File: src/rtl/conf_loader_if.sv
// Bus bundle of the configuration loader: OBI-style read port toward memory
// and a valid/ready word stream toward the fabric.
interface conf_loader_if;
  logic        mem_req_o;
  logic [31:0] mem_addr_o;
  logic        mem_gnt_i;
  logic        mem_rvalid_i;
  logic [31:0] mem_rdata_i;
  logic        conf_valid_o;
  logic [31:0] conf_data_o;
  logic        conf_ready_i;

  modport master (
    output mem_req_o, mem_addr_o, conf_valid_o, conf_data_o,
    input  mem_gnt_i, mem_rvalid_i, mem_rdata_i, conf_ready_i
  );

  modport slave (
    input  mem_req_o, mem_addr_o, conf_valid_o, conf_data_o,
    output mem_gnt_i, mem_rvalid_i, mem_rdata_i, conf_ready_i
  );
endinterface

File: src/rtl/conf_loader.sv
// Fetches a configuration bitstream from memory on kernel start and streams
// it word by word to the fabric through a small credit-controlled FIFO.
module conf_loader #(
  parameter int unsigned FIFO_DEPTH = 4  // power of two, >= 2
) (
  input  logic          clk_i,
  input  logic          rst_ni,
  input  logic          start_i,
  input  logic          conf_needed_i,
  input  logic [31:0]   conf_addr_i,
  input  logic [15:0]   conf_size_i,
  output logic          conf_done_o,
  output logic          busy_o,
  conf_loader_if.master bus
);

  localparam int unsigned   AW      = $clog2(FIFO_DEPTH);
  localparam int unsigned   CW      = AW + 1;
  localparam logic [CW-1:0] DEPTH_C = CW'(FIFO_DEPTH);
  localparam logic [CW-1:0] CNT_ONE = CW'(1);
  localparam logic [AW-1:0] PTR_ONE = AW'(1);

  typedef enum logic [1:0] {S_IDLE, S_FETCH, S_DONE} state_e;

  state_e        r_state, w_state_nxt;
  logic [31:0]   r_addr;
  logic [15:0]   r_size, r_issued, r_sent;
  logic [CW-1:0] r_outstanding, r_count;
  logic [AW-1:0] r_wptr, r_rptr;
  logic [31:0]   r_mem [FIFO_DEPTH];

  logic          w_req, w_gnt, w_push, w_pop, w_empty, w_accept, w_last_pop;
  logic [CW-1:0] w_credit_used;

  assign w_empty       = (r_count == '0);
  assign w_gnt         = w_req & bus.mem_gnt_i;
  // A response with nothing outstanding (stray, or left over from before reset) is dropped.
  assign w_push        = bus.mem_rvalid_i & (r_outstanding != '0);
  assign w_pop         = ~w_empty & bus.conf_ready_i;
  assign w_credit_used = r_outstanding + r_count;
  assign w_accept      = (r_state == S_IDLE) & start_i & conf_needed_i;
  assign w_last_pop    = w_pop & ((r_sent + 16'd1) == r_size);

  assign bus.mem_req_o    = w_req;
  assign bus.mem_addr_o   = r_addr;
  assign bus.conf_valid_o = ~w_empty;
  assign bus.conf_data_o  = w_empty ? '0 : r_mem[r_rptr];

  // NOTE: sequential state uses non-blocking assignments so every register
  // samples pre-edge values regardless of process evaluation order.
  always_ff @(posedge clk_i or negedge rst_ni) begin
    if (!rst_ni) r_state <= S_IDLE;
    else         r_state <= w_state_nxt;
  end

  // NOTE: every combinational output gets a default first so no path infers a latch.
  always_comb begin
    w_state_nxt = r_state;
    case (r_state)
      S_IDLE:  if (w_accept) w_state_nxt = (conf_size_i == '0) ? S_DONE : S_FETCH;
      S_FETCH: if (w_last_pop) w_state_nxt = S_DONE;
      S_DONE:  w_state_nxt = S_IDLE;
      default: w_state_nxt = S_IDLE;
    endcase
  end

  // The credit term never grows without a grant, so a pending request holds until granted.
  always_comb begin
    w_req       = 1'b0;
    conf_done_o = 1'b0;
    busy_o      = 1'b1;
    case (r_state)
      S_IDLE:  busy_o      = 1'b0;
      S_FETCH: w_req       = (r_issued < r_size) && (w_credit_used < DEPTH_C);
      S_DONE:  conf_done_o = 1'b1;
      default: busy_o      = 1'b0;
    endcase
  end

  always_ff @(posedge clk_i or negedge rst_ni) begin
    if (!rst_ni) begin
      r_addr        <= '0;
      r_size        <= '0;
      r_issued      <= '0;
      r_sent        <= '0;
      r_outstanding <= '0;
      r_count       <= '0;
      r_wptr        <= '0;
      r_rptr        <= '0;
    end else begin
      if (w_accept && (conf_size_i != '0)) begin
        r_addr   <= conf_addr_i;
        r_size   <= conf_size_i;
        r_issued <= '0;
        r_sent   <= '0;
      end else begin
        if (w_gnt) begin
          r_addr   <= r_addr + 32'd4;
          r_issued <= r_issued + 16'd1;
        end
        if (w_pop) r_sent <= r_sent + 16'd1;
      end

      case ({w_gnt, w_push})
        2'b10:   r_outstanding <= r_outstanding + CNT_ONE;
        2'b01:   r_outstanding <= r_outstanding - CNT_ONE;
        default: ;
      endcase

      case ({w_push, w_pop})
        2'b10:   r_count <= r_count + CNT_ONE;
        2'b01:   r_count <= r_count - CNT_ONE;
        default: ;
      endcase

      if (w_push) r_wptr <= r_wptr + PTR_ONE;
      if (w_pop)  r_rptr <= r_rptr + PTR_ONE;
    end
  end

  // NOTE: word storage has no reset; the pointers and count define its contents
  // and conf_data_o is forced to zero while the FIFO is empty.
  always_ff @(posedge clk_i) begin
    if (w_push) r_mem[r_wptr] <= bus.mem_rdata_i;
  end

  a_rvalid_expected : assert property (
    @(posedge clk_i) disable iff (!rst_ni) bus.mem_rvalid_i |-> (r_outstanding != '0)
  ) else $error("conf_loader: mem_rvalid_i with no outstanding read");

endmodule

File: src/flat_wrapper.sv
// flat-port wrapper written by rule: the top's interface ports become plain ports
module conf_loader_flat 
#(
  parameter int unsigned FIFO_DEPTH = 4                       
)
  (clk_i, rst_ni, start_i, conf_needed_i, conf_addr_i, conf_size_i, conf_done_o, busy_o, bus_mem_req_o, bus_mem_addr_o, bus_conf_valid_o, bus_conf_data_o, bus_mem_gnt_i, bus_mem_rvalid_i, bus_mem_rdata_i, bus_conf_ready_i);
  conf_loader_if bus_i ();
  input  logic clk_i;
  input  logic rst_ni;
  input  logic start_i;
  input  logic conf_needed_i;
  input  logic [31:0] conf_addr_i;
  input  logic [15:0] conf_size_i;
  output logic conf_done_o;
  output logic busy_o;
  output wire logic [$bits(bus_i.mem_req_o)-1:0] bus_mem_req_o;
  output wire logic [$bits(bus_i.mem_addr_o)-1:0] bus_mem_addr_o;
  output wire logic [$bits(bus_i.conf_valid_o)-1:0] bus_conf_valid_o;
  output wire logic [$bits(bus_i.conf_data_o)-1:0] bus_conf_data_o;
  input wire logic [$bits(bus_i.mem_gnt_i)-1:0] bus_mem_gnt_i;
  input wire logic [$bits(bus_i.mem_rvalid_i)-1:0] bus_mem_rvalid_i;
  input wire logic [$bits(bus_i.mem_rdata_i)-1:0] bus_mem_rdata_i;
  input wire logic [$bits(bus_i.conf_ready_i)-1:0] bus_conf_ready_i;
  assign bus_mem_req_o = bus_i.mem_req_o;
  assign bus_mem_addr_o = bus_i.mem_addr_o;
  assign bus_conf_valid_o = bus_i.conf_valid_o;
  assign bus_conf_data_o = bus_i.conf_data_o;
  assign bus_i.mem_gnt_i = bus_mem_gnt_i;
  assign bus_i.mem_rvalid_i = bus_mem_rvalid_i;
  assign bus_i.mem_rdata_i = bus_mem_rdata_i;
  assign bus_i.conf_ready_i = bus_conf_ready_i;
  conf_loader #(.FIFO_DEPTH(FIFO_DEPTH)) u_core (.clk_i(clk_i), .rst_ni(rst_ni), .start_i(start_i), .conf_needed_i(conf_needed_i), .conf_addr_i(conf_addr_i), .conf_size_i(conf_size_i), .conf_done_o(conf_done_o), .busy_o(busy_o), .bus(bus_i));
endmodule
File: config.mk
export PLATFORM = sky130hd
export DESIGN_NAME = conf_loader_flat
export DESIGN_NICKNAME = d
export VERILOG_FILES = /design/src/rtl/conf_loader_if.sv /design/src/rtl/conf_loader.sv /design/src/flat_wrapper.sv
export SDC_FILE = /design/constraint.sdc
export NUM_CORES = 1
export LEC_CHECK = 0
export CORE_MARGIN = 2
export CORE_UTILIZATION = 48
export CTS_BUF_LIST = sky130_fd_sc_hd__clkbuf_4
export DETAILED_ROUTE_END_ITERATION = 10
export GPL_TIMING_DRIVEN = 0
export HOLD_SLACK_MARGIN = 0.12
export PLACE_DENSITY = 0.74
export SKIP_CTS_REPAIR_TIMING = 1
export SLEW_MARGIN = 15
export SYNTH_ARGS = -nofsm -noshare
export SYNTH_HDL_FRONTEND = slang
export SYNTH_SLANG_ARGS = --single-unit
File: constraint.sdc
create_clock -name clk_i -period 3.5 [get_ports clk_i]
set_clock_uncertainty 0.1 [all_clocks]
set_input_delay 0.7 -clock clk_i [delete_from_list [all_inputs] [get_ports clk_i]]
set_output_delay 0.7 -clock clk_i [all_outputs]
set_load 0.02 [all_outputs]
Word level (Yosys, flattened, before mapping)

Memory sizes are Yosys's and may differ from the RTL's.
Cells that the tools add are included.

$add $sub $neg: 10
Multiply operators: 0
Divide/modulo/power cells: 0
Magnitude comparators: 2
Equality and inequality tests: 9
Shifts and indexed selects: 0
Multiplexer cells: 18
Bitwise operators: 7
Reduce and logical (&&, ||, !) cells: 13

Operators with widths:

| operator              | number |
|---|---|
| $mux 32               | 3 |
| $mux 16               | 4 |
| $add 16x1->16 const B | 2 |
| $add 32x3->32 const B | 1 |
| $eq 16x16->1          | 1 |
| $logic_not 16->1      | 1 |
| $lt 16x16->1          | 1 |
| $reduce_bool 16->1    | 1 |
| $pmux 3 s2            | 2 |
| $reduce_bool 2->1     | 4 |
| $add 3x1->3 const B   | 2 |
| $and 1x1->1           | 6 |
| $eq 2x1->1 const B    | 3 |
| $eq 2x2->1 const B    | 3 |
| $mux 2                | 3 |
| $sub 3x1->3 const B   | 2 |
| $mux 1                | 5 |
| $add 2x1->2 const B   | 2 |
| $ne 2x1->1 const B    | 2 |
| $pmux 2 s2            | 1 |
| $add 3x3->3           | 1 |
| $logic_not 3->1       | 1 |
| $lt 3x3->1 const B    | 1 |
| $reduce_bool 3->1     | 1 |
| 5 further kinds       | 6 |

Register bits: 92
Bits in latches: 0
RAM bits: 128
Memory bits (read-only): 0
Output and inout bits: 68
Logic and storage cells: 69
Memories: 1

Memories:

| name         | depth | bits a word | rd ports | clocked after Yosys merged registers in | wr ports | line              | RTL |
|---|---|---|---|---|---|---|---|
| u_core.r_mem | 4     | 32          | 1        | 0                                       | 1        | conf_loader.sv:30 | `logic [31:0] r_mem [FIFO_DEPTH];` |

Logic depth before layout (Yosys ltp)

Word-level depth: 7
Mapped depth: 17
Gate-level depth less buffers: 14

Least setup slack after synthesis

OpenSTA, ideal clock, no wires.

Path type: register -> register
Start: reg u_core.r_issued[1]
End: reg u_core.r_outstanding[2]
Library setup time: 0.079 ns
Arrival time: 3.002 ns
Setup slack: 0.319 ns
Stages on the path, launching flop included: 15
Path buffers: 2
Cell sequence: dfrtp_1 > ha_1 > a21o_1 > a211oi_2 > o311ai_1 > a21oi_4 > inv_2 > buf_6 > clkbuf_1 > ha_1 > inv_1 > fa_1 > xor2_1 > nor2_1 > xor2_1

Longest elaborated chain between the ends: 6

RTL lines:

| element                                                | line               | RTL |
|---|---|---|
| from (decl)                                            | conf_loader.sv:27  | `logic [15:0] r_size, r_issued, r_sent;` |
| from (signal assigned)                                 | conf_loader.sv:99  | `r_issued <= r_issued + 16'd1;` |
| $lt 16x16->1 (*)                                       | conf_loader.sv:74  | `S_FETCH: w_req = (r_issued < r_size) && (w_credit_used < DEPTH_C);` |
| $logic_and 1x1->1 (*)                                  | conf_loader.sv:74  |  |
| $mux 1 (*)                                             | conf_loader.sv:72  | `case (r_state)` |
| $and 1x1->1 (*)                                        | conf_loader.sv:36  | `assign w_gnt = w_req & bus.mem_gnt_i;` |
| $eq 2x1->1 / $eq 2x2->1 (equally long branches)        | conf_loader.sv:104 | `case ({w_gnt, w_push})` |
| $pmux 3 s2 / $reduce_bool 2->1 (equally long branches) | --                 |  |
| to (signal assigned)                                   | conf_loader.sv:105 | `2'b10: r_outstanding <= r_outstanding + CNT_ONE;` |
| to (signal assigned)                                   | conf_loader.sv:106 | `2'b01: r_outstanding <= r_outstanding - CNT_ONE;` |
| to (decl)                                              | conf_loader.sv:28  | `logic [CW-1:0] r_outstanding, r_count;` |

Mark *: on every way between the ends. The rest lies on a longest branch, timed or not.
A chain may end at the register's enable or synchronous reset.

Final worst setup path

Start: reg u_core.r_issued[9]
End: out bus_mem_req_o

Longest elaborated chain between the ends: 3

RTL lines:

| element           | line               | RTL |
|---|---|---|
| $lt 16x16->1      | conf_loader.sv:74  |  |
| $logic_and 1x1->1 | conf_loader.sv:74  |  |
| $mux 1            | conf_loader.sv:72  |  |
| to (decl)         | flat_wrapper.sv:16 | `output wire logic [$bits(bus_i.mem_req_o)-1:0] bus_mem_req_o;` |

No other way between the ends.

==> results.json <==
{
  "final_cell_mix": "151 x sky130_fd_sc_hd__clkdlybuf4s50_1, 128 x sky130_fd_sc_hd__edfxtp_1, 91 x sky130_fd_sc_hd__dfrtp_1",
  "path_delay_family": "compound AO/OA/AOI/OAI gates",
  "grt_first_pass_wirelength_mm": 38.9,
  "timing.max_cap.violations": 0,
  "vias_per_cell": 5.45,
  "fin_setup_tns_ps": -212,
  "synth_compound_gate_area_share_pct": 9.21,
  "cts_tree": "done",
  "insertion_delay_ps": 680,
  "pin_count": 155,
  "dominant_combinational_cell_family_by_area_after_synthesis": "simple AND/OR/NAND/NOR gates",
  "antenna_found_initial": 1,
  "failed_checks": "negative setup slack",
  "crit_chain": "ha_1 > a21o_1 > a21o_1 > a21oi_4 > o311ai_4 > buf_2 > a21oi_1 > clkbuf_2",
  "critical_path.max_stage_delay_ps": 450,
  "drc_marker_count_from_the_first_detailed_route_iteration": 464,
  "fin_nets": 1173,
  "grt_start_max_net_pins": 58,
  "die-area_um2": 23000,
  "ctsRootBufferMaster": "sky130_fd_sc_hd__clkbuf_4",
  "wire_length_per_cell_um": 17.7,
  "placedCellCount": 1276,
  "finalWirelength_mm": 24.5,
  "detail-route-antenna-nets": 0,
  "die_h_um": 152,
  "synthCells": 837,
  "worstSetupPathType": "reg -> out",
  "vdd_drop_max_mv": 0.399,
  "initial_core_util_pct": 48.4,
  "critPathMaxFanout": 10,
  "worst_ep_required_time_ps": 2700,
  "synth_area_um2": 10500,
  "placeableCoreArea_um2": 21600,
  "outcome": "finished, violations left",
  "timing.hold.worst_path_depth": 2,
  "achievable-frequency_mhz": 269,
  "max-clock-path-buffers": 3,
  "mostFrequentLayoutCell": "sky130_fd_sc_hd__clkdlybuf4s50_1",
  "worst_path_max_delay_cell": "sky130_fd_sc_hd__dfrtp_1",
  "path_depth": 8,
  "hp_class": "reg -> reg",
  "ys.flop_type": "sky130_fd_sc_hd__edfxtp_1",
  "numClockSinks": 220,
  "timing.final.crit_share_pct": 106,
  "place.gp.congestion": 0.845,
  "clock_pin_slew_reported_for_the_worst_setup_and_hold_paths_after_clock_tree_synthesis_ps": 70,
  "globalRouteTotalUtil_pct": 22.0,
  "area_added_between_synthesis_and_finish_pct": 27.1,
  "synth.yosys.warnings": 0,
  "vias_in_the_first_global_route": 7598,
  "layout-drive-gt1-share_pct": 15.8,
  "final_cell_count_no_fill": 1384,
  "drt_first_pass_iters": 6,
  "synthMuxAreaShare_pct": 6.98,
  "synth_edf_count": 128,
  "layout_setup_ws_ps": -212,
  "route.detailed.drc": 0,
  "post_synth_num_cell_types": 58,
  "number_of_buffers_created_by_cts": 57,
  "worst_slew_margin_rel_pct": 50.1,
  "hold_viol": 0,
  "setup.worst_path.end_class": "primary output",
  "drv_slew": 0,
  "rows": 54,
  "p_leak_nw": 5.06,
  "dpl.hpwl_mm": 17.1,
  "finalPower_w": 0.0107,
  "power_density_nw_per_um2": 805,
  "worstPathBufferInverterCount": 2,
  "grt_overflow": 0,
  "rr_worst_depth": 15,
  "dieWidth_um": 152,
  "num_vias": 7541,
  "yosys.area_share.simple_pct": 13.0,
  "worst_pin_slew_ps": 748,
  "final_critical_delay_including_setup_and_external_delays_ps": 3710,
  "startpoint_type": "flip-flop",
  "rsz_0062_raised_after_global_routing": "true",
  "synth_xor_area_share_pct": 5.27,
  "postSynthNetCount": 954,
  "ys_async_sr_fraction_pct": 41.8,
  "synth_adder_area_share_pct": 3.73,
  "cpMostUsedCell": "sky130_fd_sc_hd__a21o_1",
  "crit_arrival_ps": 2910,
  "synth_area_per_cell_um2": 12.5,
  "yosys_register_bits": 220,
  "buffer_ports.inserted": 154,
  "sequential_share_of_the_synthesized_area_pct": 58.7,
  "final_setup_violation_count": 1,
  "cts_max_level": 2
}
path summary, 6_finish.rpt:
kind	startpoint	to	slack (ps)
worst max-delay path	u_core.r_issued[9]$_DFFE_PN0P_	bus_mem_req_o	-210
min in group asynchronous	rst_ni	u_core.r_sent[13]$_DFFE_PN0P_	520
max in group asynchronous	rst_ni	u_core.bus.mem_addr_o[27]$_DFFE_PN0P_	2100
worst min register to register	u_core.bus.mem_addr_o[1]$_DFFE_PN0P_	u_core.bus.mem_addr_o[1]$_DFFE_PN0P_	390
worst max register to register	u_core.r_count[1]$_DFFE_PN0P_	u_core.r_outstanding[2]$_DFFE_PN0P_	240
worst min-delay path	u_core.bus.mem_addr_o[1]$_DFFE_PN0P_	u_core.bus.mem_addr_o[1]$_DFFE_PN0P_	390
registers in the layout, indices dropped and copies added, names as in the netlist:
name                   count
u_core.r_count             3
u_core.r_mem             128
u_core.bus.mem_addr_o     32
u_core.r_state             2
u_core.r_rptr              2
u_core.r_issued           16
u_core.r_wptr              2
u_core.r_outstanding       3
u_core.r_size             16
u_core.r_sent             16
worst register-to-register path: stages, from the launching register on:
cell and delay [ps]:
sky130_fd_sc_hd__dfrtp_1 450, sky130_fd_sc_hd__ha_1 310, sky130_fd_sc_hd__a31oi_1 100, sky130_fd_sc_hd__xnor2_1 380
sky130_fd_sc_hd__o2111a_1 280, sky130_fd_sc_hd__buf_6 160, sky130_fd_sc_hd__nand2_4 90, sky130_fd_sc_hd__a21oi_4 270
sky130_fd_sc_hd__inv_2 70, sky130_fd_sc_hd__buf_6 160, sky130_fd_sc_hd__ha_1 210, sky130_fd_sc_hd__inv_1 70
sky130_fd_sc_hd__fa_1 170, sky130_fd_sc_hd__xor2_1 140, sky130_fd_sc_hd__nor2_1 60, sky130_fd_sc_hd__xor2_1 140
synth_stat cells, drive strengths merged (16+ instances only):
| cell type | count | area [µm²] |
|---|---|---|
| nand3 | 26 | 130 |
| o21ai | 46 | 230 |
| mux4 | 32 | 721 |
| edfxtp | 128 | 3840 |
| a21oi | 24 | 131 |
| or3 | 17 | 106 |
| clkbuf | 31 | 116 |
| a31oi | 16 | 100 |
| dfrtp | 92 | 2300 |
| xnor2 | 40 | 350 |
| ha | 28 | 350 |
| nor2b | 34 | 213 |
| nand2 | 74 | 285 |
| xor2 | 23 | 201 |
| inv | 38 | 143 |
| nor2 | 53 | 199 |
area by class of cell:
type / count / area [µm²]
Fill cell: 1711 / 8320
Timing Repair Buffer: 163 / 1680
Sequential cell: 220 / 6150
Inverter: 38 / 143
Buffer: 39 / 194
Multi-Input combinational cell: 537 / 4050
Tap cell: 280 / 350
Clock buffer: 88 / 661
Clock inverter: 18 / 82.6
Antenna cell: 1 / 2.50
cell families after synthesis:
| logic type | after synthesis |
|---|---|
| and+or+nand+nor | 268 |
| DFF | 220 |
| AOI/OAI and AO/OA | 143 |
| buffers and inverters | 80 |
| xor gates and xnor gates | 63 |
| muxes | 33 |
| adders and majority gates | 30 |
metrics by stage:
stage / cell area (µm²) / setup slack (ps) / hold slack, ps / utilization (%)
after floorplan: 10500 / 319 / 304 / -
after global placement: 12400 / -1910 / 369 / 57.1
after detailed placement: 12500 / -222 / 380 / 57.7
after CTS: 13200 / -894 / -42.0 / 61.1
after global routing: 13300 / -364 / 438 / 61.5
final: 13300 / -212 / 390 / 61.5
power breakdown:
part           internal (W)  switching, W  total, W
Clock               0.00115       0.00104   0.00220
Combinational       0.00218       0.00240   0.00458
Sequential          0.00344      0.000494   0.00394
layer usage:
layer / up-vias / track usage (%) / wire, µm
met5: - / 0 / 0
met3: 33 / 5.81 / 1780
met1: 3680 / 28.5 / 10400
met2: 253 / 36.6 / 12000
met4: 0 / 6.99 / 403
li1: 3575 / - / -
(Power assumes the default switching activity.)
